### src/rtl/smi_responder.sv
// Clause 22 SMI/MDIO management slave: oversamples MDC/MDIO, decodes frames, serves a register file.
// Optional: define SMI_RESPONDER_PREAMBLE_SUPPRESSION_EN to accept a shortened preamble.
`timescale 1ns/1ps

module smi_responder #(
    parameter int unsigned NUM_REGS     = 8,
    parameter logic [31:0] PHY_ID       = 32'h0007_C0F1,
    parameter int unsigned PREAMBLE_LEN = 32
) (
    input  logic        clk_100mhz,
    input  logic        rst,
    input  logic        mdc,
    input  logic        mdio_i,
    output logic        mdio_o,
    output logic        mdio_oe,
    input  logic [4:0]  phy_addr,
    output logic        wr_strobe,
    output logic [4:0]  wr_reg_addr,
    output logic [15:0] wr_data,
    output logic        rd_strobe,
    output logic [2:0]  debug_state
);

    localparam int unsigned PRE_W = $clog2(PREAMBLE_LEN + 1);
    localparam int unsigned IDX_W = (NUM_REGS > 1) ? $clog2(NUM_REGS) : 1;

    typedef enum logic [2:0] {
        StIdle = 3'd0,
        StSt   = 3'd1,
        StOp   = 3'd2,
        StAddr = 3'd3,
        StTa   = 3'd4,
        StData = 3'd5
    } state_e;

    // Synchroniser, edge detector and aligned data sample
    logic [1:0] mdc_sync_q;
    logic [1:0] mdio_sync_q;
    logic       mdc_prev_q;
    logic       rise_q;
    logic       bit_q;

    always_ff @(posedge clk_100mhz) begin
        if (rst) begin
            mdc_sync_q  <= 2'b00;
            mdio_sync_q <= 2'b11;
            mdc_prev_q  <= 1'b0;
            rise_q      <= 1'b0;
            bit_q       <= 1'b1;
        end else begin
            mdc_sync_q  <= {mdc_sync_q[0], mdc};
            mdio_sync_q <= {mdio_sync_q[0], mdio_i};
            mdc_prev_q  <= mdc_sync_q[1];
            rise_q      <= mdc_sync_q[1] & ~mdc_prev_q;
            bit_q       <= mdio_sync_q[1];
        end
    end

    state_e             state_q;
    logic [PRE_W-1:0]   pre_cnt_q;
    logic [3:0]         bit_cnt_q;
    logic               op_hi_q;
    logic               is_read_q;
    logic               addressed_q;
    logic [8:0]         addr_sr_q;
    logic [4:0]         reg_addr_q;
    logic [15:0]        data_sr_q;
    logic [15:0]        rd_word_q;
    logic [15:0]        regs_q [NUM_REGS];

    logic               preamble_ok;
    logic [4:0]         phyad_w;
    logic [4:0]         regad_w;
    logic [15:0]        rd_value;
    logic [15:0]        wr_word;
    logic               reg_writable;

`ifdef SMI_RESPONDER_PREAMBLE_SUPPRESSION_EN
    assign preamble_ok = (pre_cnt_q != '0);
`else
    assign preamble_ok = (pre_cnt_q >= PRE_W'(PREAMBLE_LEN));
`endif

    // Address fields are only meaningful on the 10th ADDR bit
    assign phyad_w = addr_sr_q[8:4];
    assign regad_w = {addr_sr_q[3:0], bit_q};
    assign wr_word = {data_sr_q[14:0], bit_q};

    always_comb begin
        rd_value = 16'h0000;
        if (regad_w == 5'd2) begin
            rd_value = PHY_ID[31:16];
        end else if (regad_w == 5'd3) begin
            rd_value = PHY_ID[15:0];
        end else if (32'(regad_w) < NUM_REGS) begin
            rd_value = regs_q[regad_w[IDX_W-1:0]];
        end
    end

    assign reg_writable = (32'(reg_addr_q) < NUM_REGS) && (reg_addr_q != 5'd2) &&
                          (reg_addr_q != 5'd3);

    always_ff @(posedge clk_100mhz) begin
        if (rst) begin
            state_q     <= StIdle;
            pre_cnt_q   <= '0;
            bit_cnt_q   <= 4'd0;
            op_hi_q     <= 1'b0;
            is_read_q   <= 1'b0;
            addressed_q <= 1'b0;
            addr_sr_q   <= '0;
            reg_addr_q  <= '0;
            data_sr_q   <= '0;
            rd_word_q   <= '0;
            mdio_o      <= 1'b1;
            mdio_oe     <= 1'b0;
            wr_strobe   <= 1'b0;
            rd_strobe   <= 1'b0;
            wr_reg_addr <= '0;
            wr_data     <= '0;
            for (int i = 0; i < int'(NUM_REGS); i++) begin
                regs_q[i] <= '0;
            end
        end else begin
            wr_strobe <= 1'b0;
            rd_strobe <= 1'b0;
            if (rise_q) begin
                unique case (state_q)
                    StIdle: begin
                        if (bit_q) begin
                            if (pre_cnt_q < PRE_W'(PREAMBLE_LEN)) begin
                                pre_cnt_q <= pre_cnt_q + 1'b1;
                            end
                        end else begin
                            pre_cnt_q <= '0;
                            if (preamble_ok) begin
                                state_q <= StSt;
                            end
                        end
                    end
                    StSt: begin
                        bit_cnt_q <= 4'd0;
                        state_q   <= bit_q ? StOp : StIdle;
                    end
                    StOp: begin
                        if (bit_cnt_q == 4'd0) begin
                            op_hi_q   <= bit_q;
                            bit_cnt_q <= 4'd1;
                        end else begin
                            bit_cnt_q <= 4'd0;
                            is_read_q <= op_hi_q;
                            // 10 = read, 01 = write; anything else abandons the frame
                            state_q   <= (op_hi_q != bit_q) ? StAddr : StIdle;
                        end
                    end
                    StAddr: begin
                        addr_sr_q <= {addr_sr_q[7:0], bit_q};
                        if (bit_cnt_q == 4'd9) begin
                            bit_cnt_q   <= 4'd0;
                            reg_addr_q  <= regad_w;
                            addressed_q <= (phyad_w == phy_addr);
                            if (is_read_q && (phyad_w == phy_addr)) begin
                                rd_word_q <= rd_value;
                                rd_strobe <= 1'b1;
                            end
                            state_q <= StTa;
                        end else begin
                            bit_cnt_q <= bit_cnt_q + 4'd1;
                        end
                    end
                    StTa: begin
                        if (bit_cnt_q == 4'd0) begin
                            bit_cnt_q <= 4'd1;
                            if (is_read_q && addressed_q) begin
                                mdio_oe <= 1'b1;
                                mdio_o  <= 1'b0;
                            end
                        end else begin
                            bit_cnt_q <= 4'd0;
                            state_q   <= StData;
                            if (is_read_q && addressed_q) begin
                                mdio_o    <= rd_word_q[15];
                                data_sr_q <= {rd_word_q[14:0], 1'b0};
                            end else begin
                                data_sr_q <= '0;
                            end
                        end
                    end
                    StData: begin
                        if (is_read_q) begin
                            if (addressed_q) begin
                                mdio_o    <= data_sr_q[15];
                                data_sr_q <= {data_sr_q[14:0], 1'b0};
                            end
                        end else begin
                            data_sr_q <= wr_word;
                        end
                        if (bit_cnt_q == 4'd15) begin
                            bit_cnt_q <= 4'd0;
                            pre_cnt_q <= '0;
                            state_q   <= StIdle;
                            mdio_oe   <= 1'b0;
                            mdio_o    <= 1'b1;
                            if (!is_read_q && addressed_q) begin
                                wr_strobe   <= 1'b1;
                                wr_reg_addr <= reg_addr_q;
                                wr_data     <= wr_word;
                                if (reg_writable) begin
                                    regs_q[reg_addr_q[IDX_W-1:0]] <= wr_word;
                                end
                            end
                        end else begin
                            bit_cnt_q <= bit_cnt_q + 4'd1;
                        end
                    end
                    default: begin
                        state_q   <= StIdle;
                        pre_cnt_q <= '0;
                        bit_cnt_q <= 4'd0;
                        mdio_oe   <= 1'b0;
                        mdio_o    <= 1'b1;
                    end
                endcase
            end
        end
    end

    assign debug_state = state_q;

endmodule
### config.mk
export PLATFORM = sky130hd
export DESIGN_NAME = smi_responder
export DESIGN_NICKNAME = d
export VERILOG_FILES = /design/src/rtl/smi_responder.sv
export SDC_FILE = /design/constraint.sdc
export NUM_CORES = 1
export LEC_CHECK = 0
export ABC_AREA = 1
export CAP_MARGIN = 20
export CORE_ASPECT_RATIO = 1.2
export CORE_MARGIN = 2
export CORE_UTILIZATION = 40
export CTS_BUF_LIST = sky130_fd_sc_hd__clkbuf_4 sky130_fd_sc_hd__clkbuf_8
export DETAILED_ROUTE_END_ITERATION = 7
export MAX_ROUTING_LAYER = met4
export PLACE_DENSITY = 0.65
export SLEW_MARGIN = 20
export SYNTH_ARGS = -nofsm -noshare
export SYNTH_HDL_FRONTEND = slang
export SYNTH_SLANG_ARGS = --single-unit
export TNS_END_PERCENT = 20
### constraint.sdc
create_clock -name clk_100mhz -period 2.15 [get_ports clk_100mhz]
set_input_delay 0.43 -clock clk_100mhz [delete_from_list [all_inputs] [get_ports clk_100mhz]]
set_output_delay 0.43 -clock clk_100mhz [all_outputs]
set_load 0.05 [all_outputs]
* Yosys cells after proc, flatten, opt, wreduce, memory -nomap -nowiden *
Memory sizes are Yosys's and may differ from the RTL's.
Cells that the tools add are included.

cells by class
  add/sub/neg operators = 2
  order comparisons = 4
  eq/ne operators = 25
  muxes and demuxes = 50
  bitwise gates (word level) = 11
  reductions and logical operators = 27

operator list
  operator                                                                number
  16-bit 2-to-1 mux                                                       8
  16-bit one-hot mux with 2 select lines                                  1
  1-bit 2-to-1 mux                                                        22
  3-bit 2-to-1 mux                                                        7
  6-bit 2-to-1 mux                                                        3
  3-bit one-hot mux with 6 select lines                                   1
  6-bit one-hot mux with 3 select lines                                   1
  2-bit != test (second input constant)                                   8
  4-bit one-hot mux with 4 select lines                                   1
  4-bit AND reduction                                                     4
  16-bit OR reduction                                                     1
  4-bit OR reduction                                                      4
  3-bit != test (second input constant)                                   4
  5-bit by 2-bit equality test with 1-bit output (second input constant)  2
  5-bit by 4-bit < comparator with 1-bit output (second input constant)   2
  5-bit by 2-bit != test with 1-bit output (second input constant)        2
  1-bit inverter                                                          10
  5-bit AND reduction                                                     2
  3-bit AND reduction                                                     3
  4-bit equality test (second input constant)                             2
  4-bit 2-to-1 mux                                                        2
  7-bit AND reduction                                                     1
  6-bit by 1-bit adder with 6-bit output (second input constant)          1
  3-bit by 2-bit equality test with 1-bit output (second input constant)  2
  17 further kinds                                                        25

storage, ports and cells
  register bits = 94
  memory bits (writable) = 128
  output and inout port bits = 28
  word-level logic and storage cells = 141
  memories = 1

memory list
  name    depth  width  rd ports  clocked after Yosys merged registers in  write ports  line  source
  regs_q  8      16     1         0                                        8            69    logic [15:0] regs_q [NUM_REGS];

* Depth between registers and ports, before layout *
  depth after elaboration = 12
  mapped depth = 11
  gate-level depth less buffers = 10

* Worst setup path after synthesis *
OpenSTA, ideal clock, no wires.

  path type = reg-to-reg
  start = reg state_q[2] (netlist: debug_state[2])
  end = mem regs_q[4][0], enable pin
  library setup time = 0.372 ns
  data arrival time = 2.248 ns
  data required time = 1.778 ns
  path slack = -0.469 ns
  cell stages (with the launch flop) = 12
  buffers on the path = 1
  period minus slack after synthesis = 2.619 ns
  path through = dfxtp_1 > inv_2 > nor2_4 > nand2_4 > nor2_2 > nand2_2 > clkinv_2 > nand2_4 > nor2_8 > nand3_4 > buf_6 > nand2_1

RTL lines
  element                   line  source
  start: declaration        59    state_e state_q;
  start signal: assignment  105   state_q <= StIdle;
  start signal: assignment  137   state_q <= StSt;
  start signal: assignment  143   state_q <= bit_q ? StOp : StIdle;
  end: declaration          69

* Final worst setup path *
  start = reg wr_reg_addr[0]
  end = out wr_reg_addr[0]

RTL lines
  element                   line  source
  start: declaration        18    output logic [4:0] wr_reg_addr,
  start signal: assignment  206   wr_reg_addr <= reg_addr_q;

No word-level cell between the ends.

==> flow_metrics.env <==
export IMPL_status="finished clean"
export IMPL_antenna_cells=0
export IMPL_rsz0062_at_grt="false"
export IMPL_worstPathMaxFanout=2
export IMPL_cts_buffer_depth=3
export IMPL_die_width_um=144.6
export IMPL_grt_overflow=0
export IMPL_drive_gt1_share_pct=12.90
export IMPL_drv_cap=0
export IMPL_firstDrtPassIters=7
export IMPL_stdcell_count=1509
export IMPL_io_buffers=36
export IMPL_grt_pass1_wl_um=37370
export IMPL_synthCells=1081
export IMPL_core_mm2=0.02328
export IMPL_finalCritPeriodShare_pct=98.06
export IMPL_endpoint_kind="output port"
export IMPL_drc=0
export IMPL_power_switching_share_pct=21.44
export IMPL_drt_iter0_markers=449
export IMPL_cts_setup_buffers=0
export IMPL_tns_ns=0
export IMPL_crit_type="register to output port"
export IMPL_finalCoreUtilization_pct=48.70
export IMPL_synth_async_reset_ratio_pct=0
export IMPL_mostFrequentLayoutCell="nand2_1"
export IMPL_via_per_inst=4.971
export IMPL_cp_data_arrival_time_ns=1.68
export IMPL_syn_to_final_growth_pct=19.45
export IMPL_rows=61
export IMPL_detail_route_antenna_nets=0
export IMPL_die_y_um=172.7
export IMPL_startpoint_type="register"
export IMPL_p_int_uw=6812
export IMPL_netlist_area_leader_share_pct=38.60
export IMPL_drv_slew=0
export IMPL_required_ns=1.72
export IMPL_grt_pass1_vias=7333
export IMPL_place_inst=1443
export IMPL_fin_worst_skew_ns=0.03167
export IMPL_combPwrFrac_pct=3.3
export IMPL_ys_seq_area_share_pct=58.43
export IMPL_ys_top_cells_by_area="edfxtp_1 (39%), dfxtp_1 (20%), nand2_1 (8.5%), nor2_1 (7.3%), o21ai_0 (4.9%)"
export IMPL_critical_path_max_stage_delay_ns=0.82
export IMPL_htree_levels=2
export IMPL_ys_ff_latch=216
export IMPL_grt_usage_pct=19.48
export IMPL_crit_slowest_cell="clkdlybuf4s50_1"
export IMPL_powerDensity_mw_per_mm2=764.9
export IMPL_root_buffer="clkbuf_8"
export IMPL_hold_viol=0
export IMPL_power_leakage_uw=0.004564
export IMPL_fin_nets=1180
export IMPL_clock_sinks=216
export IMPL_grt_max_degree=66
export IMPL_num_io_pins=37
export IMPL_period_needed_ns=2.108
export IMPL_irDropWorstVdd_mv=0.4891
export IMPL_wl_per_cell_um=15.13
export IMPL_crit_chain="clkdlybuf4s50_1"
export IMPL_p_seq_share_pct=51.9
export IMPL_critPathTopFamily="buffers and inverters"
export IMPL_worst_slew_pin_slew_ns=0.7247
export IMPL_cts_buffers=36
export IMPL_syn_avg_cell_area_um2=8.779
export IMPL_clkPwrFrac_pct=44.8
export IMPL_vias=7501
export IMPL_yosysTopAreaCell="edfxtp_1"
export IMPL_ys_warn_count=0
export IMPL_critPathBufInv=1
export IMPL_yosys_most_used_dff="edfxtp_1"
export IMPL_hold_buffers=0
export IMPL_cts_tree="done"
export IMPL_hold_path_class="primary input to register"
export IMPL_drt_total_wl_um=22820
export IMPL_dpl_hpwl_um=14840
export IMPL_multi_input_area_mm2=0.003456
export IMPL_ys_types=43
export IMPL_path_clk_slew_ns=0.07
export IMPL_fill_cells=2162
export IMPL_die_area_mm2=0.02498
export IMPL_syn_area_mm2=0.009490
export IMPL_register_area_mm2=0.005553
export IMPL_mostFrequentLayoutCells="nand2_1 (209), nor2_1 (185), edfxtp_1 (122)"
export IMPL_slew_headroom_pct=51.69
export IMPL_place_gp_congestion=0.8787
export IMPL_antenna_found_initial=0
export IMPL_initial_utilization_pct=40.77
export IMPL_synth_edf_count=122
export IMPL_netSwitchingPower_uw=1859
export IMPL_setup_viol=0
export IMPL_max_freq_ghz=0.4743
export IMPL_insertion_delay_ns=0.53
registers in the layout, indices dropped and copies added (netlist names), 2 cells and up:
register / cells
addr_sr_q: 9
bit_cnt_q: 4
data_sr_q: 16
debug_state: 3
mdc_sync_q: 2
mdio_sync_q: 2
pre_cnt_q: 6
rd_word_q: 16
reg_addr_q: 5
regs_q: 122
wr_data: 16
wr_reg_addr: 5
power groups by stage:
| stage | clock network, uW | registers [uW] | logic (uW) |
|---|---|---|---|
| after floorplan | 0 | 4570 | 175 |
| after global placement | 0 | 4580 | 280 |
| after detailed placement | 0 | 4590 | 283 |
| final | 3890 | 4500 | 284 |
| after CTS | 3960 | 4500 | 284 |
| after global routing | 4150 | 4510 | 320 |
worst min-delay path, delay by kind of cell:
family | cells | cell delay [ns]
buf+inv | 3 | 0.24
simple gates | 1 | 0.12
layer usage:
| layer | part of all wire [%] | up-vias | track usage [%] |
|---|---|---|---|
| met5 | 0 | - | - |
| met4 | 2.3 | 0 | 6.472 |
| met3 | 6.5 | 43 | 3.406 |
| met2 | 48 | 239 | 31.38 |
| met1 | 43 | 3499 | 24.87 |
| li1 | - | 3720 | - |
Yosys cell counts, types with 14 or more instances:
master    number
a21oi_1       85
clkbuf_1      40
clkinv_1      16
dfxtp_1       94
edfxtp_1     122
inv_1         71
nand2_1      215
nand3_1       71
nor2_1       185
o21ai_0       92
or2_2         14
kinds of logic (layout without fill, tap and decap cells):
kind of cell	Yosys count	after routing	share of synthesized area [%]
buffers and inverters	146	234	6.434
DFF	216	216	58.43
adders and majority gates	5	5	0.6592
and+or+nand+nor	514	514	23.56
AOI/OAI and AO/OA	196	196	10.60
xor gates and xnor gates	3	3	0.2769
other	1	26	0.03951
cell type report:
type	instances	area share [%]
Clock buffer	58	6.324
Tap cell	315	3.477
Sequential cell	216	48.98
Clock inverter	8	0.6181
Inverter	89	2.958
Multi-Input combinational cell	744	30.49
Timing Repair Buffer	79	7.152
worst paths after layout:
check,startpoint,to,depth (start not counted),slack [ns]
setup / recovery,wr_reg_addr[0],wr_reg_addr[0],1,0.04
hold / removal,rst,wr_strobe,4,0.32
setup reg to reg,bit_cnt_q[0],regs_q[6][12],10,0.21
hold reg to reg,mdc_prev_q,rise_q,1,0.39
through the flow:
step	setup WS, ns	area (um^2)	hold slack [ns]	power, uW
3_5_place_dp	0.08920	10520	0.3871	4871
4_1_cts	0.003005	11300	0.3026	8748
2_1_floorplan	0.01695	9605	0.3728	4749
6_report	0.04164	11340	0.3172	8671
3_3_place_gp	0.1354	10520	0.3805	4863
5_1_grt	0.0004070	11340	0.3032	8979
timing repair:
item / 4_1_cts / 5_1_grt
endpoints found under the hold margin: 0 / 0
pin swaps: 0 / 0
gates resized for setup: 4 / 13
endpoints found under the setup margin: 4 / 66
Power figures use the tool's default switching activity.
